--- src/rtl/split_arbiter.sv ---
// Bus arbiter for two initiators plus a split-capable target that can reclaim
// the bus to return deferred read data. Grants are decoded from registered state.
module split_arbiter #(
    parameter int TIMEOUT = 64
) (
    input  logic clk,
    input  logic rst,
    input  logic init1_req,
    input  logic init2_req,
    input  logic txn_ack,
    input  logic txn_split_ack,
    input  logic split_req,
    output logic init1_grant,
    output logic init2_grant,
    output logic split_grant,
    output logic split_pending,
    output logic split_owner,
    output logic busy,
    output logic protocol_err
);

    typedef enum logic [1:0] {
        IDLE,
        GRANT1,
        GRANT2,
        SPLIT_GRANT
    } state_t;

    localparam logic [9:0] WD_LIMIT = 10'(TIMEOUT - 1);

    state_t     r_state;
    state_t     w_nextState;
    logic [9:0] r_watchdog;
    logic       r_lastGrant;
    logic       r_splitPending;
    logic       r_splitOwner;
    logic       r_protocolErr;
    logic       w_setPending;
    logic       w_clrPending;
    logic       w_setErr;
    logic       w_elig1;
    logic       w_elig2;
    logic       w_ownReq;
    logic       w_timeout;

    // An initiator owed deferred data may not start a new transaction meanwhile.
    assign w_elig1   = init1_req && !(r_splitPending && !r_splitOwner);
    assign w_elig2   = init2_req && !(r_splitPending && r_splitOwner);
    assign w_ownReq  = (r_state == GRANT1) ? init1_req : init2_req;
    assign w_timeout = (r_watchdog == WD_LIMIT);

    always_ff @(posedge clk or posedge rst) begin
        if (rst) begin
            r_state <= IDLE;
        end else begin
            r_state <= w_nextState;
        end
    end

    always_comb begin
        w_nextState  = r_state;
        w_setPending = 1'b0;
        w_clrPending = 1'b0;
        w_setErr     = 1'b0;
        case (r_state)
            IDLE: begin
                if (txn_ack || txn_split_ack) w_setErr = 1'b1;
                if (split_req && !r_splitPending) w_setErr = 1'b1;
                if (split_req && r_splitPending) begin
                    w_nextState = SPLIT_GRANT;
                end else if (w_elig1 && w_elig2) begin
                    w_nextState = r_lastGrant ? GRANT1 : GRANT2;
                end else if (w_elig1) begin
                    w_nextState = GRANT1;
                end else if (w_elig2) begin
                    w_nextState = GRANT2;
                end
            end
            GRANT1, GRANT2: begin
                // Split ack outranks a simultaneous ack; a second split while one
                // is outstanding is an error and simply ends the transaction.
                if (txn_split_ack) begin
                    w_nextState = IDLE;
                    if (r_splitPending) w_setErr = 1'b1;
                    else                w_setPending = 1'b1;
                end else if (txn_ack || !w_ownReq) begin
                    w_nextState = IDLE;
                end else if (w_timeout) begin
                    w_nextState = IDLE;
                    w_setErr    = 1'b1;
                end
            end
            SPLIT_GRANT: begin
                if (txn_split_ack) w_setErr = 1'b1;
                if (txn_ack) begin
                    w_nextState  = IDLE;
                    w_clrPending = 1'b1;
                end else if (!split_req) begin
                    w_nextState = IDLE;
                end else if (w_timeout) begin
                    w_nextState  = IDLE;
                    w_clrPending = 1'b1;
                    w_setErr     = 1'b1;
                end
            end
            default: w_nextState = IDLE;
        endcase
    end

    always_ff @(posedge clk or posedge rst) begin
        if (rst) begin
            r_watchdog     <= '0;
            r_lastGrant    <= 1'b1;
            r_splitPending <= 1'b0;
            r_splitOwner   <= 1'b0;
            r_protocolErr  <= 1'b0;
        end else begin
            r_watchdog <= (r_state == IDLE) ? 10'd0 : r_watchdog + 10'd1;
            if (r_state == IDLE && (w_nextState == GRANT1 || w_nextState == GRANT2)) begin
                r_lastGrant <= (w_nextState == GRANT2);
            end
            if (w_setPending) begin
                r_splitPending <= 1'b1;
                r_splitOwner   <= (r_state == GRANT2);
            end else if (w_clrPending) begin
                r_splitPending <= 1'b0;
            end
            if (w_setErr) r_protocolErr <= 1'b1;
        end
    end

    always_comb begin
        init1_grant   = (r_state == GRANT1);
        init2_grant   = (r_state == GRANT2);
        split_grant   = (r_state == SPLIT_GRANT);
        busy          = (r_state != IDLE);
        split_pending = r_splitPending;
        split_owner   = r_splitOwner;
        protocol_err  = r_protocolErr;
    end

endmodule

--- config.mk ---
export PLATFORM = sky130hd
export DESIGN_NAME = split_arbiter
export DESIGN_NICKNAME = d
export VERILOG_FILES = /design/src/rtl/split_arbiter.sv
export SDC_FILE = /design/constraint.sdc
export NUM_CORES = 1
export LEC_CHECK = 0
export ABC_CLOCK_PERIOD_IN_PS = 2500
export BUFFER_PORTS_ARGS = -buffer_cell sky130_fd_sc_hd__buf_2
export CORE_MARGIN = 10
export CORE_UTILIZATION = 50
export DETAILED_ROUTE_END_ITERATION = 10
export PLACE_DENSITY = 0.72
export SETUP_SLACK_MARGIN = 0.5
export SYNTH_ARGS = -nofsm -noshare
export SYNTH_HDL_FRONTEND = slang
export SYNTH_SLANG_ARGS = --single-unit
--- constraint.sdc ---
create_clock -name clk -period 2.5 [get_ports clk]
set_input_delay 0.125 -clock clk [delete_from_list [all_inputs] [get_ports clk]]
set_output_delay 0.125 -clock clk [all_outputs]
set_load 0.01 [all_outputs]
## Word-level counts from Yosys, hierarchy flattened

Cells that the tools add are included.

- Register bits: 16
- Bits of input ports: 7
- Output and inout port bits: 7
- Logic and storage cells: 65

- $add $sub $neg: 1
- Equal/unequal tests: 6
- Muxes and demuxes: 32
- Reductions and logical operators: 20

Operators by type and width:

| kind | number |
|---|---|
| two-way mux 2 bit | 10 |
| two-way mux 1 bit | 19 |
| adder 10 x 1 -> 10 bit, second input constant | 1 |
| == test 10 x 6 -> 1 bit, second input constant | 1 |
| two-way mux 10 bit | 1 |
| logical AND 1 bit | 8 |
| == test 2 bit, second input constant | 3 |
| case mux 2 bit (3 select lines) | 1 |
| logical NOT 1 bit | 5 |
| == test 2 x 1 -> 1 bit, second input constant | 2 |
| nonzero test 2 bit | 2 |
| logical OR 1 bit | 3 |
| case mux 1 bit (3 select lines) | 1 |
| logical NOT 2 bit | 1 |
| OR reduction 2 bit | 1 |

## Longest topological paths before layout

- Word-level depth: 11
- Mapped depth: 9
- Depth with buffers taken out: 9

## Worst setup path before layout

Ideal clock, no wire load.

- Path type: register to register
- Start point: register r_state[0]
- End point: register r_lastGrant
- Setup time: 0.079 ns
- Arrival: 2.225 ns
- Required time: 2.421 ns
- Setup slack: 0.196 ns
- Cell stages (with the launch flop): 10
- Path buffers: 0
- Clock period less this slack: 2.304 ns
- Cell sequence: dfrtp_1 > inv_1 > ha_1 > inv_1 > o41ai_4 > a21oi_2 > or4_1 > ha_1 > o21ai_0 > nand2_1

- Longest elaborated chain between the ends: 10
- Elaborated cells on any way between the ends: 22
- Those cells by class: 5 x eq/ne; 11 x mux; 6 x reduce/logical

Ends and longest elaborated chain:

| what | line | text |
|---|---|---|
| start, declared | 31 | `state_t r_state;` |
| start signal, assigned | 56 | `r_state <= w_nextState;` |
| == test 2 x 1 -> 1 bit | 49, 65 |  |
| two-way mux 1 bit | 49 | `assign w_ownReq = (r_state == GRANT1) ? init1_req : init2_req;` |
| logical NOT 1 bit | 86 | `end else if (txn_ack \|\| !w_ownReq) begin` |
| logical OR 1 bit | 86 |  |
| two-way mux 2 bit | 86 |  |
| two-way mux 2 bit | 82 | `if (txn_split_ack) begin` |
| case mux 2 bit (3 select lines) | 65 | `case (r_state)` |
| == test 2 x 1 -> 1 bit or == test 2 bit (tied branches) | 119, 120 |  |
| logical OR 1 bit | 119 | `if (r_state == IDLE && (w_nextState == GRANT1 \|\| w_nextState == GRANT2)) begin` |
| logical AND 1 bit | 119 |  |
| end signal, assigned | 120 | `r_lastGrant <= (w_nextState == GRANT2);` |
| end, declared | 34 | `logic r_lastGrant;` |

Parallel ways exist; a longest one is shown, timed or not.
A chain may end at the register's enable or synchronous reset.

## Worst setup path in the final report

Ends and elaborated chain as after synthesis.

==> flow_summary.json <==
{
  "status": "completed",
  "synthCells": 93,
  "power_density_nw_per_um2": 1040,
  "rsz0062_at_grt": "yes",
  "dieArea_um2": 3940,
  "finalClockSkew_ns": 0.00322,
  "syn-cell-area_um2": 916,
  "syn_nets": 106,
  "area_growth_pct": 25.8,
  "die_h_um": 62.8,
  "gp_congestion": 0.836,
  "cp_cell_sequence": "inv_2, ha_4, inv_1, o41ai_4, a21oi_2, or4_4, ha_4, nand3b_1, nand2_1",
  "cts-root-buf": "clkbuf_4",
  "netlist.area_leader.share_pct": 41.0,
  "worst_hold_path_type": "in2reg",
  "drive_gt1_share_pct": 32.5,
  "avgSynthCellArea_um2": 9.85,
  "cts_sinks": 16,
  "setup_violations": 0,
  "critPathCaptureType": "register",
  "slowest_delay_ns": 0.53,
  "die_w_um": 62.8,
  "power.leakage_nw": 0.541,
  "ys_ff_latch": 16,
  "ys_seq_area_share_pct": 43.9,
  "clkSlewWorstSetupHoldPaths_ns": 0.10,
  "drv_slew": 0,
  "nNetsFinal": 128,
  "worstPathArrival_ns": 2.52,
  "ios": 14,
  "synthDistinctLibCells": 32,
  "dp_worst_setup_slack_ns": 0.149,
  "setup_tns_ns": 0,
  "critical-path-top-delay-family": "simple AND/OR/NAND/NOR gates",
  "peakVddDrop_uv": 603,
  "place_inst": 128,
  "grt_pass1_vias": 730,
  "drt_iter0_markers": 26,
  "grt_max_degree": 18,
  "fmax_mhz": 440,
  "rows": 15,
  "core_um2": 1730,
  "cts-root-to-sink-buffers": 2,
  "fin_ws_ns": 0.227,
  "yosys_warnings": 0,
  "crit_type": "reg2reg",
  "yosys-top-cells-count": "dfrtp_1, nor2_1, nand2_1",
  "path_buf_inv": 2,
  "via_per_inst": 5.50,
  "placed_area_um2": 1030,
  "critPathSlowestCell": "or4_4",
  "diodes": 0,
  "ys.flop_type": "dfrtp_1",
  "required_ns": 2.75,
  "synth_area_leaders": "dfrtp_1, ha_1, xor2_1",
  "routedWlPerCell_um": 15.1,
  "design_area_um2": 1150,
  "yosysMostFrequentCell": "dfrtp_1",
  "finalCritPeriodShare_pct": 90.9,
  "htree_levels": 1,
  "drcViolationCount": 0,
  "layout_min_cycle_time_ns": 2.27,
  "place_hpwl_mm": 1.44,
  "tightest_slew_ns": 0.624,
  "antenna_found_initial": 0,
  "path_common_cell": "ha_4",
  "synth_edf_count": 0,
  "cap_violations": 0,
  "grt_pass1_wl_mm": 3.46,
  "critPathMaxFanout": 4,
  "final_cells": 139,
  "overflow": 0,
  "numCtsBuffers": 3,
  "synthArstFlopShare_pct": 100,
  "clk-insertion-delay-late_ns": 0.30,
  "io_buffers": 13,
  "finalHoldViolations": 0,
  "vias": 765,
  "cts_tree": "done",
  "yosys.area.top_type": "dfrtp_1",
  "grtUsageTotal_pct": 10.7,
  "cp-start-kind": "register",
  "routed_wl_mm": 2.10,
  "slew_headroom_pct": 58.4,
  "ant_nets": 0,
  "initial_utilization_pct": 53.0,
  "dr.pass1.iters": 4
}
[registers in the layout, indices dropped and copies added (netlist names)]
register       flops
protocol_err       1
r_lastGrant        1
r_watchdog        10
split_owner        1
split_pending      1
r_state            2
[layout by cell type (no fill, tap or decap), types with 2 or more instances in the layout]
cell type	n
nor4_1	3
ha_4	3
inv_1	3
nand3b_1	2
buf_2	13
buf_4	6
inv_2	3
nand3_1	2
nor2b_1	2
and3_1	5
ha_1	3
nand2_1	7
clkbuf_4	3
and2_1	2
dfrtp_1	14
a21oi_1	4
xnor2_1	2
xor2_1	6
nand4_1	3
nor2_1	11
[timing repair]
| action | CTS | global route |
|---|---|---|
| endpoints found under the setup margin | 1 | 2 |
| resized for setup | 0 | 4 |
| buffers inserted | 3 | 3 |
| endpoints found under the hold margin | 15 | 0 |
| hold buffers | 1 | 0 |
| pin swaps | 1 | 2 |
[worst register-to-register path: stages, from the launching register on]
cell and delay [ns]:
dfrtp_2 0.44, inv_2 0.07, ha_4 0.27, inv_1 0.05, o41ai_4 0.30, a21oi_2 0.11, or4_4 0.53, ha_4 0.23
nand3b_1 0.15, nand2_1 0.06
[routing by layer]
metal / global-route usage [%] / share of wire [%]
met4: 5.87 / 2.2
met1: 13.1 / 47
met2: 16.3 / 47
met5: 0 / 0
met3: 3.05 / 4.0
[stage by stage]
stage / util [%] / hold WS, ns / total power, mW
global placement: 59.4 / 0.229 / 0.861
global route: 66.7 / 0.135 / 1.31
floorplan: - / 0.0380 / 0.740
detailed placement: 59.4 / 0.228 / 0.874
finish: 66.7 / 0.130 / 1.20
CTS: 63.4 / 0.111 / 1.09
[logic make-up after synthesis]
logic type / synth area share, %
compound gates: 13.0
xor+xnor: 7.65
fa+ha+maj: 8.20
buf+inv: 3.82
flops: 43.9
mux: 2.32
simple gates: 21.2
[area by class of cell]
cell class / instances / area [um2]
Multi-Input combinational cell: 68 / 539
Tap cell: 25 / 31.3
Inverter: 6 / 22.5
Fill cell: 148 / 574
Clock buffer: 4 / 36.3
Sequential cell: 16 / 403
Timing Repair Buffer: 20 / 120
[power breakdown]
| group | leakage (nW) | total (mW) | switching, mW | internal (mW) |
|---|---|---|---|---|
| Clock | 0.0210 | 0.177 | 0.0886 | 0.0889 |
| Sequential | 0.202 | 0.390 | 0.0654 | 0.324 |
| Combinational | 0.318 | 0.632 | 0.326 | 0.305 |
| Total | 0.541 | 1.20 | 0.480 | 0.719 |
[worst paths after layout]
check	cells past startpoint	startpoint	to	slack [ns]
setup reg to reg	9	r_state[0]$_DFF_PP0_	r_lastGrant$_DFFE_PP1P_	0.23
hold reg to reg	1	r_watchdog[0]$_DFF_PP0_	r_watchdog[0]$_DFF_PP0_	0.45
min in group asynchronous	3	rst	protocol_err$_DFFE_PP0P_	0.44
hold / removal	3	split_req	protocol_err$_DFFE_PP0P_	0.13
max in group asynchronous	3	rst	r_state[0]$_DFF_PP0_	1.62
setup / recovery	9	r_state[0]$_DFF_PP0_	r_lastGrant$_DFFE_PP1P_	0.23
No activity file was read; power rests on OpenSTA's default activity.
